--- config.mk ---
export PLATFORM = sky130hd
export DESIGN_NAME = cordic_trig_sched
export DESIGN_NICKNAME = d
export VERILOG_FILES = /design/src/rtl/cordic_trig_sched.sv
export SDC_FILE = /design/constraint.sdc
export NUM_CORES = 1
export LEC_CHECK = 0
export BUFFER_PORTS_ARGS = -buffer_cell sky130_fd_sc_hd__buf_2
export CORE_MARGIN = 2
export CORE_UTILIZATION = 40
export CTS_CLUSTER_DIAMETER = 80
export DETAILED_ROUTE_END_ITERATION = 7
export PLACE_DENSITY = 0.75
export SYNTH_ARGS = -nofsm -noshare
export SYNTH_HDL_FRONTEND = slang
export SYNTH_SLANG_ARGS = --single-unit
--- constraint.sdc ---
create_clock -name clk -period 11.2 [get_ports clk]
set_clock_uncertainty 0.1 [all_clocks]
set_input_delay 0.56 -clock clk [delete_from_list [all_inputs] [get_ports clk]]
set_output_delay 0.56 -clock clk [all_outputs]
set_load 0.02 [all_outputs]
--- src/rtl/cordic_trig_sched.sv ---
// -----------------------------------------------------------------------------
// cordic_trig_sched
//
// Shares one CORDIC rotation core and its quadrant sign handler among N_REQ
// requesters asking for sin or cos of a signed Q16.16 angle. A request is
// granted round-robin, its angle is folded into the first quadrant, the core
// is launched and watched with a timeout, the sign handler is given the
// quadrant/sign/mode, and the signed result goes back to the requester.
//
// Ports:
//   clk, rst      clock and synchronous active-high reset
//   req           per-requester request level, held until its rsp_valid
//   req_angle     packed signed Q16.16 angles, slice i = [32i+31:32i]
//   req_mode      per-requester mode, 0 = cos, 1 = sin
//   rsp_valid     one-cycle response pulse to the served requester
//   rsp_data      signed Q16.16 result (0 on error)
//   rsp_err       out-of-range angle or core timeout
//   busy          high whenever the scheduler is not idle
//   core_start    one-cycle start pulse to the CORDIC core
//   core_angle    reduced angle in [0, PI/2]
//   core_done     core completion level
//   sh_kuadran    quadrant for the sign handler
//   sh_isneg      sign of the original angle
//   sh_mode       latched mode of the granted request
//   sh_done       level done to the sign handler (it edge-detects this)
//   sh_valid      sign handler one-cycle result pulse
//   sh_result     sign-adjusted result from the sign handler
// -----------------------------------------------------------------------------
module cordic_trig_sched #(
   parameter int N_REQ       = 4,
   parameter int TIMEOUT_CYC = 64
) (
   input  logic                 clk,
   input  logic                 rst,
   input  logic [N_REQ-1:0]     req,
   input  logic [32*N_REQ-1:0]  req_angle,
   input  logic [N_REQ-1:0]     req_mode,
   output logic [N_REQ-1:0]     rsp_valid,
   output logic [31:0]          rsp_data,
   output logic                 rsp_err,
   output logic                 busy,
   output logic                 core_start,
   output logic [31:0]          core_angle,
   input  logic                 core_done,
   output logic [1:0]           sh_kuadran,
   output logic                 sh_isneg,
   output logic                 sh_mode,
   output logic                 sh_done,
   input  logic                 sh_valid,
   input  logic [31:0]          sh_result
);

   localparam int IDX_W = (N_REQ > 1) ? $clog2(N_REQ) : 1;
   localparam int CNT_W = $clog2(TIMEOUT_CYC + 1);

   localparam logic signed [32:0] PI_2   = 33'sd102944;
   localparam logic signed [32:0] PI     = 33'sd205887;
   localparam logic signed [32:0] PI3_2  = 33'sd308831;
   localparam logic signed [32:0] TWO_PI = 33'sd411775;

   typedef enum logic [2:0] {
      IDLE,
      LOAD,
      START,
      WAIT_CORE,
      SIGN,
      RESP
   } state_t;

   state_t             state;
   logic [IDX_W-1:0]   last;
   logic [IDX_W-1:0]   grant;
   logic [31:0]        angle_q;
   logic [CNT_W-1:0]   tmo_cnt;

   logic               found;
   logic [IDX_W-1:0]   pick;
   logic [IDX_W-1:0]   cand;
   logic [31:0]        sel_angle;

   logic signed [32:0] ang_ext;
   logic signed [32:0] ang_abs;
   logic [31:0]        r_red;
   logic [1:0]         q_red;
   logic               oor;

   // Round-robin arbiter: scan upward from the requester after the last one
   // served, wrapping, and take the first active request bit.
   always_comb begin
      found = 1'b0;
      pick  = '0;
      cand  = '0;
      for (int k = 1; k <= N_REQ; k++) begin
         cand = IDX_W'((int'(last) + k) % N_REQ);
         if (!found && req[cand]) begin
            found = 1'b1;
            pick  = cand;
         end
      end
   end

   // Pull the winning requester's angle out of the packed angle bus.
   always_comb begin
      sel_angle = req_angle[31:0];
      for (int i = 0; i < N_REQ; i++) begin
         if (pick == IDX_W'(i)) begin
            sel_angle = req_angle[32*i +: 32];
         end
      end
   end

   // Range reduction of the latched angle. The magnitude is taken in 33 bits
   // so that the most negative Q16.16 value still has a representable
   // absolute value (and is then rejected as out of range).
   always_comb begin
      ang_ext = {angle_q[31], angle_q};
      ang_abs = ang_ext[32] ? -ang_ext : ang_ext;
      oor     = 1'b0;
      q_red   = 2'd0;
      r_red   = 32'(ang_abs);
      if (ang_abs >= TWO_PI) begin
         oor = 1'b1;
      end else if (ang_abs < PI_2) begin
         q_red = 2'd0;
         r_red = 32'(ang_abs);
      end else if (ang_abs < PI) begin
         q_red = 2'd1;
         r_red = 32'(PI - ang_abs);
      end else if (ang_abs < PI3_2) begin
         q_red = 2'd2;
         r_red = 32'(ang_abs - PI);
      end else begin
         q_red = 2'd3;
         r_red = 32'(TWO_PI - ang_abs);
      end
   end

   // Main scheduler FSM. Every output is a flop updated on the transition
   // into the state in which it must be visible, so core_start, sh_done and
   // rsp_valid line up exactly with START, SIGN and RESP. core_done is only
   // looked at in WAIT_CORE, which is what makes a level left over from the
   // previous operation harmless: the core clears it on our start pulse.
   always_ff @(posedge clk) begin
      if (rst) begin
         state      <= IDLE;
         last       <= IDX_W'(N_REQ - 1);
         grant      <= '0;
         angle_q    <= '0;
         tmo_cnt    <= '0;
         rsp_valid  <= '0;
         rsp_data   <= '0;
         rsp_err    <= 1'b0;
         busy       <= 1'b0;
         core_start <= 1'b0;
         core_angle <= '0;
         sh_kuadran <= 2'd0;
         sh_isneg   <= 1'b0;
         sh_mode    <= 1'b0;
         sh_done    <= 1'b0;
      end else begin
         case (state)
            IDLE: begin
               if (found) begin
                  grant   <= pick;
                  angle_q <= sel_angle;
                  sh_mode <= req_mode[pick];
                  busy    <= 1'b1;
                  state   <= LOAD;
               end
            end
            LOAD: begin
               if (oor) begin
                  rsp_valid <= N_REQ'(1) << grant;
                  rsp_data  <= '0;
                  rsp_err   <= 1'b1;
                  state     <= RESP;
               end else begin
                  core_angle <= r_red;
                  sh_kuadran <= q_red;
                  sh_isneg   <= angle_q[31];
                  core_start <= 1'b1;
                  state      <= START;
               end
            end
            START: begin
               core_start <= 1'b0;
               tmo_cnt    <= '0;
               state      <= WAIT_CORE;
            end
            WAIT_CORE: begin
               if (core_done) begin
                  sh_done <= 1'b1;
                  state   <= SIGN;
               end else if (tmo_cnt == CNT_W'(TIMEOUT_CYC - 1)) begin
                  rsp_valid <= N_REQ'(1) << grant;
                  rsp_data  <= '0;
                  rsp_err   <= 1'b1;
                  state     <= RESP;
               end else begin
                  tmo_cnt <= tmo_cnt + CNT_W'(1);
               end
            end
            SIGN: begin
               if (sh_valid) begin
                  sh_done   <= 1'b0;
                  rsp_valid <= N_REQ'(1) << grant;
                  rsp_data  <= sh_result;
                  rsp_err   <= 1'b0;
                  state     <= RESP;
               end
            end
            RESP: begin
               rsp_valid <= '0;
               rsp_data  <= '0;
               rsp_err   <= 1'b0;
               busy      <= 1'b0;
               last      <= grant;
               state     <= IDLE;
            end
            default: begin
               state <= IDLE;
            end
         endcase
      end
   end

endmodule
Yosys cells after proc, flatten, opt, wreduce, memory -nomap -nowiden
Cells that the tools add are included.
{"block": "totals", "register_bits": 122, "out_inout_bits": 76, "elab_cells": 134}
{"block": "classes", "addsub": 9, "n_lt_le_gt_ge": 9, "eq_ne": 18, "shifts": 1, "n_mux": 61, "bitwise_logic": 1, "reduce_logical": 20}
{"operator": "$mux W32", "count": 11}
{"operator": "$pmux W32 S4", "count": 1}
{"operator": "$ge A33 B20 Y1 const B", "count": 1}
{"operator": "$lt A33 B18 Y1 const B", "count": 1}
{"operator": "$lt A33 B19 Y1 const B", "count": 1}
{"operator": "$lt A33 B20 Y1 const B", "count": 1}
{"operator": "$mux W33", "count": 1}
{"operator": "$neg A32 Y33", "count": 1}
{"operator": "$sub A19 B32 Y32 const A", "count": 1}
{"operator": "$sub A20 B32 Y32 const A", "count": 1}
{"operator": "$sub A32 B19 Y32 const B", "count": 1}
{"operator": "$mux W1", "count": 18}
{"operator": "$mux W4", "count": 4}
{"operator": "$ne A2 B2 Y1 const B", "count": 8}
{"operator": "$pmux W4 S4", "count": 1}
{"operator": "$lt A2 B3 Y1 const B", "count": 5}
{"operator": "$mux W3", "count": 5}
{"operator": "$pmux W3 S5", "count": 1}
{"operator": "$mux W2", "count": 7}
{"operator": "$mux W7", "count": 2}
{"operator": "$pmux W7 S2", "count": 1}
{"operator": "$bmux W1 S2", "count": 5}
{"operator": "$reduce_and A3 Y1", "count": 3}
{"operator": "$reduce_and A2 Y1", "count": 4}
{"operator": "20 further kinds", "count": 34}

Longest topological paths before layout
Gate-level depths: netlist of run 1.
{"block": "depth", "word_depth": 17, "depth_mapped": 20, "depth_no_buf": 17}

Worst setup path before layout of run 1
No wires, ideal clock.
{"block": "synth_path", "kind": "reg-to-reg", "start": "register angle_q[8]", "end": "register core_angle[8]", "setup_time_ps": 115, "t_arrival_ps": 4490, "required_time_ps": 10985, "path_slack_ps": 6495, "stages_incl_launch_ff": 15, "path_buffers": 4, "cell_sequence": "dfxtp_1 -> buf_6 -> or4_4 -> or4_4 -> buf_6 -> or4_4 -> or3_1 -> a22o_1 -> or3_1 -> buf_2 -> or4b_4 -> buf_6 -> and3_1 -> a2111oi_0 -> o21ba_1"}
{"block": "synth_via", "elab_chain_cells": 7}
{"item": "start: declaration", "line": "73", "rtl": "logic [31:0] angle_q;"}
{"item": "start signal: assignment", "line": "165", "rtl": "angle_q <= sel_angle;"}
{"item": "$neg A32 Y33", "line": "117", "rtl": "ang_abs = ang_ext[32] ? -ang_ext : ang_ext;"}
{"item": "$mux W33 (*)", "line": "117"}
{"item": "$sub A20 B32 Y32, or another cell as far along", "line": "134", "rtl": "r_red = 32'(TWO_PI - ang_abs);"}
{"item": "$mux W32", "line": "129", "rtl": "end else if (ang_abs < PI3_2) begin"}
{"item": "$mux W32", "line": "126", "rtl": "end else if (ang_abs < PI) begin"}
{"item": "$mux W32", "line": "123", "rtl": "end else if (ang_abs < PI_2) begin"}
{"item": "$mux W32", "line": "121", "rtl": "if (ang_abs >= TWO_PI) begin"}
{"item": "end signal: assignment", "line": "178", "rtl": "core_angle <= r_red;"}
{"item": "end: declaration", "line": "43", "rtl": "output logic [31:0] core_angle,"}
Every way passes the cells marked *; elsewhere a longest branch is shown, timed or not.
A chain may end at the register's enable or synchronous reset.

Worst setup path in the final report of run 1
{"block": "layout_path", "start": "register angle_q[0]", "end": "register core_angle[8]"}
The elaborated chain is that of the path after synthesis.

==> results of run 1 <==
routing by layer:
metal,vias up,global-route usage
met4,0,0.0779
met3,54,0.0379
met1,4138,0.331
li1,4412,-
met5,-,0
met2,413,0.382
synth_stat cells (all sizes together), types with 19 or more instances:
master | count | area [µm²]
nor3 | 28 | 140
clkbuf | 72 | 270
xnor2 | 19 | 166
o21ai | 24 | 120
buf | 19 | 109
a211oi | 40 | 300
a311oi | 38 | 333
and2 | 40 | 250
dfxtp | 122 | 2440
o21a | 22 | 165
nand2 | 153 | 574
nand3 | 69 | 345
a21oi | 93 | 465
nor2 | 74 | 278
area by class of cell:
class,instances,area share
clock inverter,12,0.0162
tap,265,0.0331
timing repair buffer,261,0.134
sequential,122,0.244
multi-input combinational,855,0.522
clock buffer,20,0.0456
inverter,12,0.00450
worst paths after layout:
kind | start | end | slack, ns
max | angle_q[0] | core_angle[8] | 5.94
min | sh_result[22] | rsp_data[22] | 0.29
max reg2reg | angle_q[0] | core_angle[8] | 5.94
min reg2reg | rsp_data[27] | rsp_data[27] | 0.35
layout by cell type (no fill, tap or decap), drive strengths merged, types with 8 or more instances in the layout:
cell and n:
a31oi 14, ha 8, inv 15, o21a 22
dfxtp 122, nor4 13, o211ai 11, o31ai 16
o21ai 24, and2 40, buf 261, a21oi 93
nand2 153, clkbuf 20, nor2 74, a311oi 38
and3 15, nand3 69, or4 15, nor2b 16
xor2 16, or2 9, nor3 28, xnor2 19
a211oi 40, nand4 11
power breakdown:
| part | internal (mW) | leakage, nW | switching [mW] | total, mW |
|---|---|---|---|---|
| clock | 0.365 | 0.303 | 0.210 | 0.574 |
| combinational | 0.516 | 2.86 | 1.00 | 1.52 |
| sequential | 0.512 | 0.992 | 0.126 | 0.638 |
cells by family (layout without fill, tap and decap cells):
group	count (synthesis)	after routing	share of synthesized area
simple gates	475	475	0.296
fa+ha+maj	8	8	0.0124
flops	122	122	0.303
xor+xnor	35	35	0.0381
buf+inv	103	305	0.0527
mux	8	8	0.0104
compound gates	329	329	0.287
flip-flops by register name, summed over array words and instances, names as in the netlist, 2 cells and up:
name,cells
state,3
angle_q,32
rsp_valid,4
core_angle,32
tmo_cnt,7
grant,2
last,2
sh_kuadran,2
rsp_data,32
worst max-delay path, cell delays in order (launching register included):
cell       delay (ns)
dfxtp_1          0.41
inv_1            0.12
ha_1             0.31
nor2b_1          0.46
nand2_1          0.37
or4_4            0.61
or3_1            0.38
a22o_1           0.25
or3_1            0.55
or4b_4           0.79
and3_1           0.30
a2111oi_0        0.31
o21ba_1          0.20
==> results.md, run 1 <==
- Yosys cell types: 73
- Required time of the critical path: approximately 11 ns
- Dpl ws: 6.03 ns
- Critical-path maximum fanout: 39
- Share of layout cells above drive strength 1: 0.252
- Num ports: about 250
- Final std cells w/o fill: between 1500 and 2000
- Antenna-violating nets left: 0
- H-Tree Depth: 4
- DP Wirelength: 19600 µm
- Vias in the first global route: 8094
- WL met1: 11800 µm
- Max-slew headroom: 0.366
- CTS tree: yes
- Critical Path AT: 5.47 ns
- Cell count after synthesis: between 1000 and 1500
- Synth Register Bits: 122
- Crit. End Element: flop
- Synth Warn #: 0
- Drt wl/cell: 17.0 µm
- Gr ovfl total: 0
- Vias post-DR: ~9000
- Register clock-pin slew on the reported worst setup and hold paths: 0.06 ns
- # fillers: 1921
- Setup slack after layout: 5.94 ns
- Multi-input logic area: between 0.005 and 0.006 mm²
- Worst r2r path cells: 12
- Final Max Slew Viols: 0
- Die span in x: 146 µm
- Fin util: 0.511
- Outcome: finished, final reports clean
- DRC violations left: 0
- Inst Count DP: 1515
- WS Path Type: flop to flop
- Initial antenna violation count: 0
- Vias/cell: ~5.8
- Average size of a mapped cell: 7.46 µm²
- Predominant post-synthesis flop cell: dfxtp_1
- Final setup violation count: 0
- Antenna diodes: 0
- Unrepaired setup endpoints after global routing: false
- Sequential fraction of the synthesis area: 0.303
- Area post-placement: 0.00939 mm²
- Core Area: 0.0196 mm²
- Iteration-0 DRC Markers: 849
- # rows: 51
- Setup crit start kind: flop
- Root Driver: clkbuf_16
- RePlAce Congestion: about 1
- Tmin final: 5.26 ns
- Die footprint: 0.0213 mm²
- Max Cap Viol: 0
- Hold_ws: 0.291 ns
- Worst hold path cell count: 3
- Max layer used: met4
- Routed WL: approximately 26000 µm
- Setup_tns: 0 ns
- Fin area: 0.0100 mm²
- # clock sinks: 122
- Max IR drop VDD: 0.123 mV
- Worst hold path type: input pin to flop
- Syn_nets: roughly 1300
- Clock buffer count from CTS: 17
- Layout area overhead: 24.3%
- GRT Util Overall: 0.239
- Number of nets in the layout: approximately 1400
- Period utilization: 0.469
- Drt pass-1 iters: 7
- CTS Hold Bufs: 0
- Largest net degree at the start of global routing: between 70 and 80
- WL met3: roughly 1900 µm
- Initial Util: 0.411
- Tightest Pin Transition: ~0.94 ns
- # Post-CTS Setup Buffers: 0
- Die Ht: ~150 µm
- First-pass GRT wire length: 42500 µm
- Worst skew pair latency: 0.42 ns
- Port Buf Inserts: 247
- Leak: 4.16 nW
- Reg area: 0.00244 mm²
- Post-synth ARST share: 0
- Post-Syn Area: 0.00805 mm²
- Power, Total: 2.73 mW
- Number of synthesized flops with an enable pin: 0
- Final Hold Violating Endpoints: 0
- Max clock buf depth: 2
- Power Density: 272 mW/mm²
- Met2 routed WL: approximately 12000 µm
- Post-CTS Resized: 0
- Fmax: 190 MHz
Power figures use the tool's default switching activity.
==> run 2: changes to the inputs <==
--- a/config.mk
+++ b/config.mk
@@ -5,12 +5,13 @@
 export SDC_FILE = /design/constraint.sdc
 export NUM_CORES = 1
 export LEC_CHECK = 0
+export ABC_AREA = 1
 export BUFFER_PORTS_ARGS = -buffer_cell sky130_fd_sc_hd__buf_2
 export CORE_MARGIN = 2
 export CORE_UTILIZATION = 40
 export CTS_CLUSTER_DIAMETER = 80
 export DETAILED_ROUTE_END_ITERATION = 7
-export PLACE_DENSITY = 0.75
+export PLACE_DENSITY = 0.74
 export SYNTH_ARGS = -nofsm -noshare
 export SYNTH_HDL_FRONTEND = slang
 export SYNTH_SLANG_ARGS = --single-unit
==> constraint.sdc (replaced) <==
create_clock -name clk -period 5.41 [get_ports clk]
set_clock_uncertainty 0.1 [all_clocks]
set_input_delay 0.2705 -clock clk [delete_from_list [all_inputs] [get_ports clk]]
set_output_delay 0.2705 -clock clk [all_outputs]
set_load 0.02 [all_outputs]
==> run 2 against run 1 <==
  * Synthesized cell count grew 36%
  * Sequential share of layout area down 1.6 points
  * Total power up 130%
  * Maximum frequency up 30%
  * Critical endpoint is now rsp_valid[2]
  * Largest cell class unchanged
==> results.md, run 2 <==
- Outcome: finished, final reports clean
- Drt pass-1 iters: 6 (-1)
- Multi-input logic area: 0.00544 mm² (+4.0%)
- Iteration-0 DRC Markers: 815 (-4.0%)
- CTS Hold Bufs: 1 (+1)
- DRC violations left: 0 (unchanged)
- Number of nets in the layout: 1859 (+28%)
- Most frequent cells in the layout: 428 x nand2_1, 247 x buf_2, 153 x inv_1, 138 x nor2_1, 124 x a21oi_1
- Vias in the first global route: 8902 (+10%)
- Biggest regs: angle_q (32), core_angle (32), rsp_data (32)
- Number of synthesized flops with an enable pin: 0 (unchanged)
- Max-slew headroom: 0.275 (-0.0902)
- CP dominant cell by count: o21ai_1
- DP Wirelength: 20900 µm (+6.6%)
- Setup slack after layout: 1.37 ns (-4.57 ns)
- Max clock buf depth: 2 (unchanged)
- # fillers: 2226 (+16%)
- H-Tree Depth: 4 (unchanged)
- Yosys cell types: 53 (-27%)
- Max Cap Viol: 0 (unchanged)
- Vias post-DR: 10097 (+12%)
- Post-CTS Resized: 0 (unchanged)
- Setup_tns: 0 ns (unchanged)
- Initial Util: 0.407 (-0.00395)
- Max IR drop VDD: 0.252 mV (+110%)
- Tmin final: 4.04 ns (-1.22 ns)
- Synth Warn #: 0 (unchanged)
- # Post-CTS Setup Buffers: 0 (unchanged)
- Die span in x: 153 µm (+4.7%)
- First-pass GRT wire length: 44000 µm (+3.5%)
- Crit. End Element: flop
- Critical Path AT: 4.22 ns (-1.25 ns)
- Num ports: 248 (unchanged)
- Drt wl/cell: 13.7 µm (-19%)
- Critical-path maximum fanout: 41 (+5.1%)
- Top cells by area, synth: dfxtp_1 28%, nand2_1 18%, a21oi_1 7.0%
- # clock sinks: 122 (unchanged)
- GRT Util Overall: 0.226 (-0.0134)
- Critical path's largest stage delay: 0.51 ns (-0.28 ns)
- Clock buffer count from CTS: 17 (unchanged)
- Final Max Slew Viols: 0 (unchanged)
- Fmax: 247 MHz (+30%)
- Antenna-violating nets left: 0 (unchanged)
- Power Density: 584 mW/mm² (+110%)
- Die footprint: 0.0234 mm² (+9.7%)
- Core Area: 0.0218 mm² (+11%)
- WS Path Type: flop to flop
- Leak: 5.29 nW (+27%)
- Die Ht: 153 µm (+4.7%)
- Routed WL: 26900 µm (+2.6%)
- Dpl ws: 1.48 ns (-4.54 ns)
- Synth Register Bits: 122 (unchanged)
- Final Hold Violating Endpoints: 0 (unchanged)
- Syn_nets: 1649 (+31%)
- Setup crit start kind: flop
- Cell accounting for the most synthesized area: dfxtp_1
- Required time of the critical path: 5.58 ns (-5.83 ns)
- Port Buf Inserts: 247 (unchanged)
- Predominant post-synthesis flop cell: dfxtp_1
- Gr ovfl total: 0 (unchanged)
- Unrepaired setup endpoints after global routing: false
- Vias/cell: 5.13 (-12%)
- Post-synth ARST share: 0 (unchanged)
- Yosys top cell area share: 0.276 (-0.0275)
- Period utilization: 0.747 (+0.278)
- Average size of a mapped cell: 6.03 µm² (-19%)
- Root Driver: clkbuf_16
- Reg area: 0.00244 mm² (unchanged)
- Post-synth top cells: 428 x nand2_1, 154 x inv_1, 139 x nor2_1
- Worst skew pair latency: 0.42 ns (about the same)
- Initial antenna violation count: 0 (unchanged)
- CP max-delay cell: xor2_1
- Commonest non-fill, non-tap cell in the layout: nand2_1
- Largest net degree at the start of global routing: 86 (+16%)
- Critical-path cell list: inv_1 -> ha_1 -> nand2_2 -> o21ai_1 -> xor2_1 -> inv_1 -> ha_1 -> nand2_1 -> o21ai_1 -> nand3_1 -> nand2_1 -> nand2_2 -> nand4_4 -> nand2_4 -> inv_2 -> o21ai_1 -> a21oi_1
- CTS tree: yes
- Register clock-pin slew on the reported worst setup and hold paths: 0.06 ns (about the same)
- Most common cell in the synthesized netlist: nand2_1
- Final setup violation count: 0 (unchanged)
- Sequential fraction of the synthesis area: 0.276 (-0.0275)
- Share of layout cells above drive strength 1: 0.220 (-0.0324)
- # rows: 54 (+5.9%)
- Post-Syn Area: 0.00886 mm² (+10%)
- Layout area overhead: 21.1%
- RePlAce Congestion: 0.968 (-2.6%)
- Antenna diodes: 0 (unchanged)
- Cell count after synthesis: 1469 (+36%)
- Tightest Pin Transition: 1.08 ns (+0.140 ns)
- Worst hold path type: input pin to flop
[run 2: cell count changes in the layout (fill, tap and decap cells not counted), sizes merged, moves of 27 or more]
cell / delta
a211oi: -38
and2: -39
nand2: +299
o21ai: +104
a21oi: +32
nor2: +94
a311oi: -38
inv: +155
nand3: +54
o211ai: +27
[run 2: metrics by stage]
stage / total power, mW / cell area [µm²] / std cells / hold slack (ns) / util
after floorplan: 4.23 / 8860 / 1469 / 0.260 / -
after global placement: 5.09 / 10100 / 1939 / 0.341 / 0.467
after detailed placement: 5.11 / 10100 / 1939 / 0.349 / 0.467
after CTS: 6.24 / 10700 / 1970 / 0.000334 / 0.493
after global routing: 6.87 / 10700 / 1970 / 0.00306 / 0.493
final: 6.27 / 10700 / 1970 / 0.00615 / 0.493
[run 2: area by class of cell]
type	instances	area share
flip-flops and latches	122	0.228
clock buffers	20	0.0416
multi-input cells	1114	0.507
clock inverters	10	0.0113
well taps	280	0.0327
inverters	170	0.0595
repair buffers	254	0.120
[run 2: kinds of logic after synthesis]
| logic type | count (synthesis) | share of synthesized area |
|---|---|---|
| DFF | 122 | 0.276 |
| xor gates and xnor gates | 8 | 0.00876 |
| adders and majority gates | 8 | 0.0113 |
| buffers and inverters | 233 | 0.111 |
| AOI/OAI and AO/OA | 306 | 0.192 |
| and+or+nand+nor | 792 | 0.401 |
[run 2: where the power goes]
group          internal, mW  switching, mW  total, mW  leakage [nW]
Sequential             1.05          0.159       1.21         0.993
Combinational          1.20           2.74       3.95          4.03
Clock                 0.686          0.427       1.11         0.270
Total                  2.94           3.33       6.27          5.29
[run 2: metal layers]
metal | GRT usage | wire, µm | vias up
li1 | - | - | 5204
met5 | 0 | 0 | -
met2 | 0.369 | 12200 | 435
met4 | 0.0785 | 692 | 0
met1 | 0.305 | 12300 | 4405
met3 | 0.0352 | 1770 | 53
[run 2: path summary, 6_finish.rpt]
path / from / to / slack [ns] / depth (start not counted)
setup / recovery: angle_q[0] / rsp_valid[2] / 1.37 / 17
hold / removal: sh_result[15] / rsp_data[15] / 0.006 / 3
setup reg to reg: angle_q[0] / rsp_valid[2] / 1.37 / 17
hold reg to reg: tmo_cnt[6] / tmo_cnt[6] / 0.36 / 2
[run 2: critical path: cells and delay by family (launching register included)]
kind	cells	cell delay (ns)
compound gates	4	0.49
xor+xnor	1	0.51
fa+ha+maj	2	0.56
buf+inv	3	0.64
flops	1	0.45
simple gates	7	1.10
